==> src/rtl/imm_ext_unit_if.sv <==
// Bus bundle for imm_ext_unit: instruction-side inputs and the registered ID/EX outputs.
interface imm_ext_unit_if #(
  parameter int unsigned IMM_W  = 6,
  parameter int unsigned PFX_W  = 10,
  parameter int unsigned DATA_W = 16
);
  logic              in_valid;
  logic              stall;
  logic              flush;
  logic              pfx;
  logic [PFX_W-1:0]  pfx_in;
  logic [IMM_W-1:0]  imm_in;
  logic [1:0]        mode;
  logic [DATA_W-1:0] imm_out;
  logic              out_valid;
  logic              pfx_pending;

  modport master (
    output in_valid, stall, flush, pfx, pfx_in, imm_in, mode,
    input  imm_out, out_valid, pfx_pending
  );

  modport slave (
    input  in_valid, stall, flush, pfx, pfx_in, imm_in, mode,
    output imm_out, out_valid, pfx_pending
  );
endinterface

==> src/rtl/imm_ext_unit.sv <==
// Registered immediate extender with stall/flush for the ID/EX boundary.
// Prefix-instruction support (upper immediate bits) is built only when IMM_EXT_PFX_EN is defined.
module imm_ext_unit #(
  parameter int unsigned IMM_W  = 6,
  parameter int unsigned PFX_W  = 10,
  parameter int unsigned DATA_W = 16
) (
  input logic           clk,
  input logic           rst_n,
  imm_ext_unit_if.slave bus
);
  localparam int unsigned ShIdle = DATA_W - IMM_W;

  logic [DATA_W-1:0] w_fz;   // field zero-extended to DATA_W
  logic [DATA_W-1:0] w_up;   // field placed at the top of the word
  logic [DATA_W-1:0] w_sx;
  logic [DATA_W-1:0] w_ext;
  logic [DATA_W-1:0] r_imm_out;
  logic              r_out_valid;

`ifdef IMM_EXT_PFX_EN
  localparam int unsigned ShPfx = DATA_W - PFX_W - IMM_W;

  typedef enum logic [0:0] {StIdle, StPrefixed} state_e;
  state_e           r_state;
  logic [PFX_W-1:0] r_pfx;

  always_comb begin
    w_fz = '0;
    w_up = '0;
    w_sx = '0;
    if (r_state == StPrefixed) begin
      w_fz = DATA_W'({r_pfx, bus.imm_in});
      w_up = w_fz << ShPfx;
      w_sx = $unsigned($signed(w_up) >>> ShPfx);
    end else begin
      w_fz = DATA_W'(bus.imm_in);
      w_up = w_fz << ShIdle;
      w_sx = $unsigned($signed(w_up) >>> ShIdle);
    end
  end
`else
  logic unused_pfx;
  assign unused_pfx = ^{bus.pfx, bus.pfx_in};

  always_comb begin
    w_fz = DATA_W'(bus.imm_in);
    w_up = w_fz << ShIdle;
    w_sx = $unsigned($signed(w_up) >>> ShIdle);
  end
`endif

  always_comb begin
    w_ext = '0;
    case (bus.mode)
      2'b00:   w_ext = w_sx;
      2'b01:   w_ext = w_fz;
      2'b10:   w_ext = w_fz >> 1;
      default: w_ext = w_up;
    endcase
  end

`ifdef IMM_EXT_PFX_EN
  always_ff @(posedge clk or negedge rst_n) begin
    if (!rst_n) begin
      r_state     <= StIdle;
      r_pfx       <= '0;
      r_imm_out   <= '0;
      r_out_valid <= 1'b0;
    end else if (bus.flush) begin
      r_state     <= StIdle;
      r_pfx       <= '0;
      r_out_valid <= 1'b0;
    end else if (!bus.stall) begin
      if (!bus.in_valid) begin
        r_out_valid <= 1'b0;
      end else if (bus.pfx) begin
        r_pfx       <= bus.pfx_in;
        r_state     <= StPrefixed;
        r_out_valid <= 1'b0;
      end else begin
        r_imm_out   <= w_ext;
        r_out_valid <= 1'b1;
        r_state     <= StIdle;
      end
    end
  end

  assign bus.pfx_pending = (r_state == StPrefixed);
`else
  always_ff @(posedge clk or negedge rst_n) begin
    if (!rst_n) begin
      r_imm_out   <= '0;
      r_out_valid <= 1'b0;
    end else if (bus.flush) begin
      r_out_valid <= 1'b0;
    end else if (!bus.stall) begin
      if (bus.in_valid) begin
        r_imm_out   <= w_ext;
        r_out_valid <= 1'b1;
      end else begin
        r_out_valid <= 1'b0;
      end
    end
  end

  assign bus.pfx_pending = 1'b0;
`endif

  assign bus.imm_out   = r_imm_out;
  assign bus.out_valid = r_out_valid;
endmodule
==> src/flat_wrapper.sv <==
// flat-port wrapper written by rule: the top's interface ports become plain ports
module imm_ext_unit_flat 
#(
  parameter int unsigned IMM_W  = 6,
  parameter int unsigned PFX_W  = 10,
  parameter int unsigned DATA_W = 16
)
  (clk, rst_n, bus_in_valid, bus_stall, bus_flush, bus_pfx, bus_pfx_in, bus_imm_in, bus_mode, bus_imm_out, bus_out_valid, bus_pfx_pending);
  imm_ext_unit_if #(.IMM_W(IMM_W), .PFX_W(PFX_W), .DATA_W(DATA_W)) bus_i ();
  input logic clk;
  input logic rst_n;
  input wire logic [$bits(bus_i.in_valid)-1:0] bus_in_valid;
  input wire logic [$bits(bus_i.stall)-1:0] bus_stall;
  input wire logic [$bits(bus_i.flush)-1:0] bus_flush;
  input wire logic [$bits(bus_i.pfx)-1:0] bus_pfx;
  input wire logic [$bits(bus_i.pfx_in)-1:0] bus_pfx_in;
  input wire logic [$bits(bus_i.imm_in)-1:0] bus_imm_in;
  input wire logic [$bits(bus_i.mode)-1:0] bus_mode;
  output wire logic [$bits(bus_i.imm_out)-1:0] bus_imm_out;
  output wire logic [$bits(bus_i.out_valid)-1:0] bus_out_valid;
  output wire logic [$bits(bus_i.pfx_pending)-1:0] bus_pfx_pending;
  assign bus_i.in_valid = bus_in_valid;
  assign bus_i.stall = bus_stall;
  assign bus_i.flush = bus_flush;
  assign bus_i.pfx = bus_pfx;
  assign bus_i.pfx_in = bus_pfx_in;
  assign bus_i.imm_in = bus_imm_in;
  assign bus_i.mode = bus_mode;
  assign bus_imm_out = bus_i.imm_out;
  assign bus_out_valid = bus_i.out_valid;
  assign bus_pfx_pending = bus_i.pfx_pending;
  imm_ext_unit #(.IMM_W(IMM_W), .PFX_W(PFX_W), .DATA_W(DATA_W)) u_core (.clk(clk), .rst_n(rst_n), .bus(bus_i));
endmodule
==> config.mk <==
export PLATFORM = sky130hd
export DESIGN_NAME = imm_ext_unit_flat
export DESIGN_NICKNAME = d
export VERILOG_FILES = /design/src/rtl/imm_ext_unit_if.sv /design/src/rtl/imm_ext_unit.sv /design/src/flat_wrapper.sv
export SDC_FILE = /design/constraint.sdc
export NUM_CORES = 1
export LEC_CHECK = 0
export ABC_AREA = 1
export CAP_MARGIN = 5
export CELL_PAD_IN_SITES_DETAIL_PLACEMENT = 1
export CELL_PAD_IN_SITES_GLOBAL_PLACEMENT = 1
export CORE_UTILIZATION = 23
export CTS_CLUSTER_SIZE = 14
export DETAILED_ROUTE_END_ITERATION = 12
export HOLD_SLACK_MARGIN = 0.12
export PLACE_DENSITY_LB_ADDON = 0.05
export SYNTH_ARGS = -nofsm -noshare
export SYNTH_HDL_FRONTEND = slang
export SYNTH_SLANG_ARGS = --single-unit
==> constraint.sdc <==
create_clock -name clk -period 0.8 [get_ports clk]
set_clock_uncertainty 0.05 [all_clocks]
set_input_delay 0.2 -clock clk [delete_from_list [all_inputs] [get_ports clk]]
set_output_delay 0.2 -clock clk [all_outputs]
set_load 0.03 [all_outputs]
# == Yosys cells after proc, flatten, opt, wreduce, memory -nomap -nowiden ==
# Index checks and enable logic that the tools add are counted.
# classes
mux,4
order_cmp,0
bitwise,2
n_mul,0
n_div,0
add_sub_neg,0
eq_ne,3
n_shift,0
reduce_logical,2
# ops
operator,count
16-bit one-hot mux with 3 select lines,1
1-bit 2-to-1 mux,3
3-bit AND reduction,1
"2-bit by 1-bit == test with 1-bit output, second input constant",1
"2-bit == test, second input constant",1
2-bit logical NOT,1
"2-bit by 1-bit inequality test with 1-bit output, second input constant",1
1-bit inverter,2
# word_totals
register_bits,17
latch_bits,0
mem_count,0
ramBits,0
out_inout_bits,18
word_cells,13
mem_bits_ro,0
inputBits,24

# == Depth between registers and ports, before layout ==
# Gate-level depths: netlist (run 1).
# logic_depth
ltp_word,3
mapped_depth,6
mapped_depth_nobuf,5

# == Least setup slack after synthesis (run 1) ==
# No wires, ideal clock.
# synth_path
path_kind,register to output
startpoint,register u_core.bus.imm_out[9] (netlist name)
endpoint,output port bus_imm_out[7]
required_ps,550
slack_ps,-207
arrival_time_ps,757
path_stages_with_launch,2
n_path_buf,1
cell_sequence,dfrtp_1 -> buf_4
# synth_rtl
element,line,source
"end, declared",flat_wrapper.sv:19,output wire logic [$bits(bus_i.imm_out)-1:0] bus_imm_out;

# == Worst setup path after layout (run 1) ==
# layout_path
startpoint,"register u_core.r_imm_out[9], in the netlist u_core.bus.imm_out[9]"
endpoint,output port bus_imm_out[9]
# layout_rtl
element,line,source
"start, declared",imm_ext_unit.sv:18,logic [DATA_W-1:0] r_imm_out;
"start signal, assigned",imm_ext_unit.sv:99,r_imm_out <= w_ext;
# No word-level cell between the ends.

==> out/metrics.cfg, run 1 <==
[timing]
setup_violations = 17
min_period_over_period_pct = 144
hold_viol = 0
fin_ws_ns = -0.355
report.final.slew_viol_count = 0
fmax_mhz = 866
rsz0062_at_grt = true
fin_setup_tns_ns = -5.20
fin_crit_ns = 1.16

[worst_setup_path]
path_class = register to output pin
path_cells = buf_6
critPathTopFamily = flip-flops
critPathArrivalTime_ns = 0.91
r2r-end = u_core.bus.imm_out[4]$_DFFE_PN0P_
r2r_cells = 3
cp_slowest_cell = dfrtp_2
path_depth = 1
cp-start-kind = register
critical_path.startpoint = u_core.bus.imm_out[9]$_DFFE_PN0P_
ff2ff_setup_slack_ns = 0.01
crit_fanout = 5
critPathCapture = bus_imm_out[9]
path_buf_inv = 1
r2r_start = u_core.bus.imm_out[4]$_DFFE_PN0P_
max_stage_delay_ns = 0.46
end_kind = output pin
required_ns = 0.55

[grt]
top_usage_layer = met2
met3_usage_pct = 4.59
grt_overflow = 0
grt_use_met2_pct = 23.6
grtUsageMet1_pct = 17.4
grt_pass1_vias = 763
grtUsageTotal_pct = 14.2
grt_antenna_before_repair = 0
grt_pass1_wl_um = 3570
grt_max_degree = 15

[clock_network]
cts_buffer_depth = 2
cts_hold_buf = 0
cts_root_buffer = clkbuf_4
cts_max_level = 1
numCtsBuffers = 3
clkSlewWorstSetupHoldPaths_ns = 0.09
cts_tree = done
cts_sinks = 14
insertion_delay_ns = 0.29

[final_layout]
diodes = 0
area_delta_synth_final_pct = 68.4
design_area_um2 = 1280
utilization_pct = 41.2
nNetsFinal = 161
multi_input_area_um2 = 377
layout-drive-gt1-share_pct = 46.3
fill_cells = 382
regArea_um2 = 353

[placement]
globalplace.congestion = 0.745
portBuffers = 29
dpl.hpwl_um = 1390
dpl_cell_area_um2 = 1030

[power_and_ir_drop]
p_leak_nw = 0.713
p_per_area_nw_per_um2 = 1830
finalPower_mw = 2.34
vdd_drop_max_v = 0.000799

[min_path]
hold_class = input pin to register
whs_path_depth = 3

[floorplanning]
initial_utilization_pct = 24.5
die-area_um2 = 3540
die_x_um = 59.5
rows = 20
ios = 42
die_h_um = 59.5
core-area_um2 = 3100

[status]
status = finished with violations
violations = negative setup slack

[drt]
drt-initial-drc-count = 15
via_per_inst = 4.18
ant_nets = 0
first_pass_iters = 2
wl_um = 2260
routedWlPerCell_um = 12.6
vias = 753
route.detailed.drc = 0

[synthesis]
syn-num-nets = 121
syn_area_um2 = 759
yosys_warnings = 0
synth.ff_latch_count = 14
synth_cell_type_count = 15
synth_cells = 97
syn_area_per_cell_um2 = 7.83
ys_seq_area_share_pct = 46.1

[run]
maxCapViolCount = 0

==> worst reg2reg max path, stage by stage (launching register included) <==
cell and delay, ns:
dfrtp_1 0.42, buf_6 0.13, nand2_2 0.05, nand2_1 0.04
==> power by group <==
group | internal, mW | switching (mW) | total [mW]
clock network | 0.277 | 0.269 | 0.546
registers | 0.803 | 0.0814 | 0.884
logic | 0.434 | 0.473 | 0.907
total | 1.51 | 0.824 | 2.34
==> cells in the mapped netlist <==
cell,instances,area share (%)
buf_2,1,0.66
conb_1,1,0.49
nand2_4,1,1.5
inv_4,1,0.82
inv_2,2,0.99
nand3_1,11,7.2
buf_6,2,3.0
nand2_1,48,24
nand2_2,6,4.9
buf_4,4,4.0
o21ai_1,2,1.3
dfrtp_1,14,46
nand3b_1,1,0.99
nor2_2,2,1.6
buf_12,1,2.6
==> kinds of logic (layout without fill, tap and decap cells) <==
logic type             count (synthesis)  in the layout  share of synthesized area [%]
AND/OR/NAND/NOR                       69             71                           40.0
flip-flops                            14             14                           46.1
buffers and inverters                 11             48                           12.0
AO/OA/AOI/OAI                          2              2                           1.32
other                                  1              1                          0.494
==> layout make-up <==
class / count / area share [%]
Clock buffer: 4 / 2.84
Tap cell: 44 / 4.31
Timing Repair Buffer: 40 / 33.5
Multi-Input combinational cell: 74 / 29.5
Inverter: 3 / 1.47
Timing Repair inverter: 1 / 0.881
Sequential cell: 14 / 27.6
==> stage by stage <==
stage	setup WS [ns]	hold slack, ns	instances
after global placement	-0.581	0.416	165
after CTS	-0.375	0.122	174
after global routing	-0.396	0.130	180
after detailed placement	-0.614	0.419	165
final	-0.355	0.133	180
after floorplan	-0.100	-0.146	97
==> cells in the final DEF (no fill, tap or decap), drive strengths merged <==
cell           count
dlygate4sd2        1
clkdlybuf4s50      1
buf               30
dlymetal6s2s       5
nand3b             1
dfrtp             14
inv                4
conb               1
nand3             11
clkdlybuf4s15      2
nand2             57
clkbuf             5
o21ai              2
nor2               2
==> how the worst min path moves through the flow <==
stage                                        from                                  to  slack [ns]
2_1_floorplan                               rst_n   u_core.bus.imm_out[0]$_DFFE_PN0P_       -0.15
6_report                                bus_stall    u_core.bus.out_valid$_DFFE_PN0P_        0.13
5_1_grt                                 bus_stall    u_core.bus.out_valid$_DFFE_PN0P_        0.13
3_5_place_dp   u_core.bus.imm_out[13]$_DFFE_PN0P_  u_core.bus.imm_out[13]$_DFFE_PN0P_        0.42
4_1_cts                                 bus_stall    u_core.bus.out_valid$_DFFE_PN0P_        0.12
3_3_place_gp    u_core.bus.imm_out[4]$_DFFE_PN0P_   u_core.bus.imm_out[4]$_DFFE_PN0P_        0.42
==> flip-flops by register name (all words and copies together) (netlist names) <==
name	cells
u_core.bus.imm_out	13
u_core.bus.out_valid	1
==> repair_timing <==
action,CTS,global route
setup buffers,2,7
pin swaps,2,6
gates cloned,3,0
resized for setup,38,22
setup endpoints to repair,31,29
==> per-layer routing <==
layer,vias to the layer above,part of all wire (%)
li1,375,-
met1,355,44
met2,21,50
met3,2,4.9
met4,0,0.75
met5,-,0
(Power assumes the default switching activity.)
==> inputs of run 2 (changes only) <==
--- a/config.mk
+++ b/config.mk
@@ -6,6 +6,7 @@
 export NUM_CORES = 1
 export LEC_CHECK = 0
 export ABC_AREA = 1
+export ABC_CLOCK_PERIOD_IN_PS = 800
 export CAP_MARGIN = 5
 export CELL_PAD_IN_SITES_DETAIL_PLACEMENT = 1
 export CELL_PAD_IN_SITES_GLOBAL_PLACEMENT = 1
@@ -13,7 +14,7 @@
 export CTS_CLUSTER_SIZE = 14
 export DETAILED_ROUTE_END_ITERATION = 12
 export HOLD_SLACK_MARGIN = 0.12
-export PLACE_DENSITY_LB_ADDON = 0.05
+export PLACE_DENSITY_LB_ADDON = 0.1
 export SYNTH_ARGS = -nofsm -noshare
 export SYNTH_HDL_FRONTEND = slang
 export SYNTH_SLANG_ARGS = --single-unit
==> out/metrics.cfg, run 2 (synthesis gave the netlist of run 1 again) <==
[timing]
fmax_mhz = 876  ; +1.2%
hold_viol = 0  ; unchanged
min_period_over_period_pct = 143  ; -1.7 points
fin_ws_ns = -0.342  ; +0.0133 ns
rsz0062_at_grt = true
setup_violations = 17  ; unchanged
report.final.slew_viol_count = 0  ; unchanged
fin_crit_ns = 1.14  ; -0.0133 ns

[power_and_ir_drop]
swShare_pct = 35.8  ; +0.52 points
combinationalPowerShare_pct = 40.0  ; +1.2 points
intPower_mw = 1.38  ; -8.9%
clockPowerShare_pct = 19.0  ; -4.4 points
vdd_drop_max_v = 0.000748  ; -6.3%
p_leak_nw = 0.671  ; -5.9%
power.switching_mw = 0.767  ; -6.8%
p_seq_share_pct = 41.0  ; +3.2 points
p_per_area_nw_per_um2 = 1760  ; -4.0%

[status]
violations = negative setup slack
status = finished with violations

[grt]
grt_antenna_before_repair = 0  ; unchanged
grtUsageTotal_pct = 14.2  ; about the same
grt_pass1_wl_um = 3690  ; +3.3%
grt_pass1_vias = 797  ; +4.5%
grt_overflow = 0  ; unchanged
grt_max_degree = 15  ; unchanged

[worst_setup_path]
r2r_cells = 3  ; unchanged
r2r_start = u_core.bus.imm_out[5]$_DFFE_PN0P_
crit_fanout = 5  ; unchanged
critPathArrivalTime_ns = 0.89  ; -0.02 ns
end_kind = output pin
path_cells = buf_6
critical_path.startpoint = u_core.bus.imm_out[9]$_DFFE_PN0P_
path_buf_inv = 1  ; unchanged
critPathTopFamily = flip-flops
cp_slowest_cell = dfrtp_2
required_ns = 0.55  ; about the same
ff2ff_setup_slack_ns = 0.01  ; about the same
r2r-end = u_core.bus.imm_out[5]$_DFFE_PN0P_
path_class = register to output pin
max_stage_delay_ns = 0.46  ; about the same
cp-start-kind = register

[placement]
globalplace.congestion = 0.766  ; +2.8%
place_inst = 167  ; +1.2%
dpl.hpwl_um = 1490  ; +7.2%
portBuffers = 29  ; unchanged
dpl_cell_area_um2 = 1040  ; +1.5%

[final_layout]
nNetsFinal = 161  ; unchanged
design_area_um2 = 1220  ; -4.4%
diodes = 0  ; unchanged
final_common_cell = nand2_1
regArea_um2 = 353  ; unchanged
area_delta_synth_final_pct = 61.0
layout-drive-gt1-share_pct = 42.2  ; -4.1 points
finalNonFillerCells = 179  ; -0.56%
layout_common_cells = nand2_1 (44), buf_6 (22), dfrtp_1 (12)
largest_reg_flops = 13  ; unchanged
multi_input_area_um2 = 364  ; -3.3%
fill_cells = 404  ; +5.8%

[run]
maxCapViolCount = 0  ; unchanged

[floorplanning]
die_h_um = 59.5  ; unchanged
core-area_um2 = 3100  ; unchanged
die_x_um = 59.5  ; unchanged
rows = 20  ; unchanged
initial_utilization_pct = 24.5  ; unchanged
die-area_um2 = 3540  ; unchanged
ios = 42  ; unchanged

[drt]
route.detailed.drc = 0  ; unchanged
first_pass_iters = 4  ; +2
vias = 738  ; -2.0%
wl_um = 2150  ; -4.7%
via_per_inst = 4.12  ; -1.4%
ant_nets = 0  ; unchanged
routedWlPerCell_um = 12.0  ; -4.2%
drt-initial-drc-count = 10  ; -5

[clock_network]
numCtsBuffers = 3  ; unchanged
cts_root_buffer = clkbuf_4
cts_max_level = 1  ; unchanged
insertion_delay_ns = 0.27  ; -0.02 ns
cts_buffer_depth = 2  ; unchanged
cts_sinks = 14  ; unchanged
cts_tree = done
clkSlewWorstSetupHoldPaths_ns = 0.09  ; about the same

[min_path]
worstHoldStart = bus_stall
hold_class = input pin to register
whs_path_depth = 3  ; unchanged
hold_end = u_core.bus.out_valid$_DFFE_PN0P_

-- run 2: how the worst max path moves through the flow --
stage	end	slack (ns)	cells after the start
2_1_floorplan	bus_imm_out[7]	-0.10	1
3_3_place_gp	u_core.bus.imm_out[0]$_DFFE_PN0P_	-0.57	6
3_5_place_dp	u_core.bus.imm_out[0]$_DFFE_PN0P_	-0.61	6
4_1_cts	bus_imm_out[8]	-0.35	1
5_1_grt	bus_imm_out[9]	-0.37	1
6_report	bus_imm_out[7]	-0.34	1
-- run 2: final cells by class --
class / count / area share, %
repair buffers: 40 / 33.0
multi-input cells: 74 / 29.8
flip-flops and latches: 14 / 28.9
well taps: 44 / 4.50
clock buffers: 3 / 1.84
inverters: 3 / 1.54
repair inverters: 1 / 0.512
-- run 2: power by group through the flow --
stage | clock network [mW] | logic (mW) | registers, mW
after CTS | 0.421 | 0.811 | 0.875
after global placement | 0 | 0.700 | 0.867
after detailed placement | 0 | 0.708 | 0.868
final | 0.407 | 0.858 | 0.880
after global routing | 0.442 | 0.923 | 0.893
after floorplan | 0 | 0.239 | 1.06
-- run 2: per-stage QoR --
step                TNS, ns  hold slack (ns)  utilization [%]  setup WS (ns)  power [mW]
finish                -4.90            0.157             39.4         -0.342        2.15
global route          -5.38            0.175             39.4         -0.373        2.26
CTS                   -4.96            0.156             37.9         -0.348        2.11
detailed placement    -8.10            0.417             33.6         -0.606        1.58
global placement      -7.59            0.419             33.6         -0.568        1.57
floorplan            -0.300           -0.146                -         -0.100        1.30
-- run 2: layer usage --
layer | track usage, % | share of wire, %
met1 | 18.9 | 49
met5 | 0 | 0
met2 | 23.0 | 45
met4 | 5.10 | 1.3
met3 | 2.40 | 4.9
-- run 2: what timing repair did --
item / CTS / global route
buffers inserted: 3 / 3
cloned: 3 / 0
gates resized for setup: 39 / 13
setup endpoints to repair: 31 / 27
hold buffers: 0 / 0
pin swaps: 2 / 4
==> inputs of run 3 (changes only) <==
--- a/config.mk
+++ b/config.mk
@@ -13,6 +13,7 @@
 export CORE_UTILIZATION = 23
 export CTS_CLUSTER_SIZE = 14
 export DETAILED_ROUTE_END_ITERATION = 12
+export GPL_ROUTABILITY_DRIVEN = 0
 export HOLD_SLACK_MARGIN = 0.12
 export PLACE_DENSITY_LB_ADDON = 0.1
 export SYNTH_ARGS = -nofsm -noshare
==> results of run 3 <==
No change in the layout: final DEF, timing and power equal those of run 2.
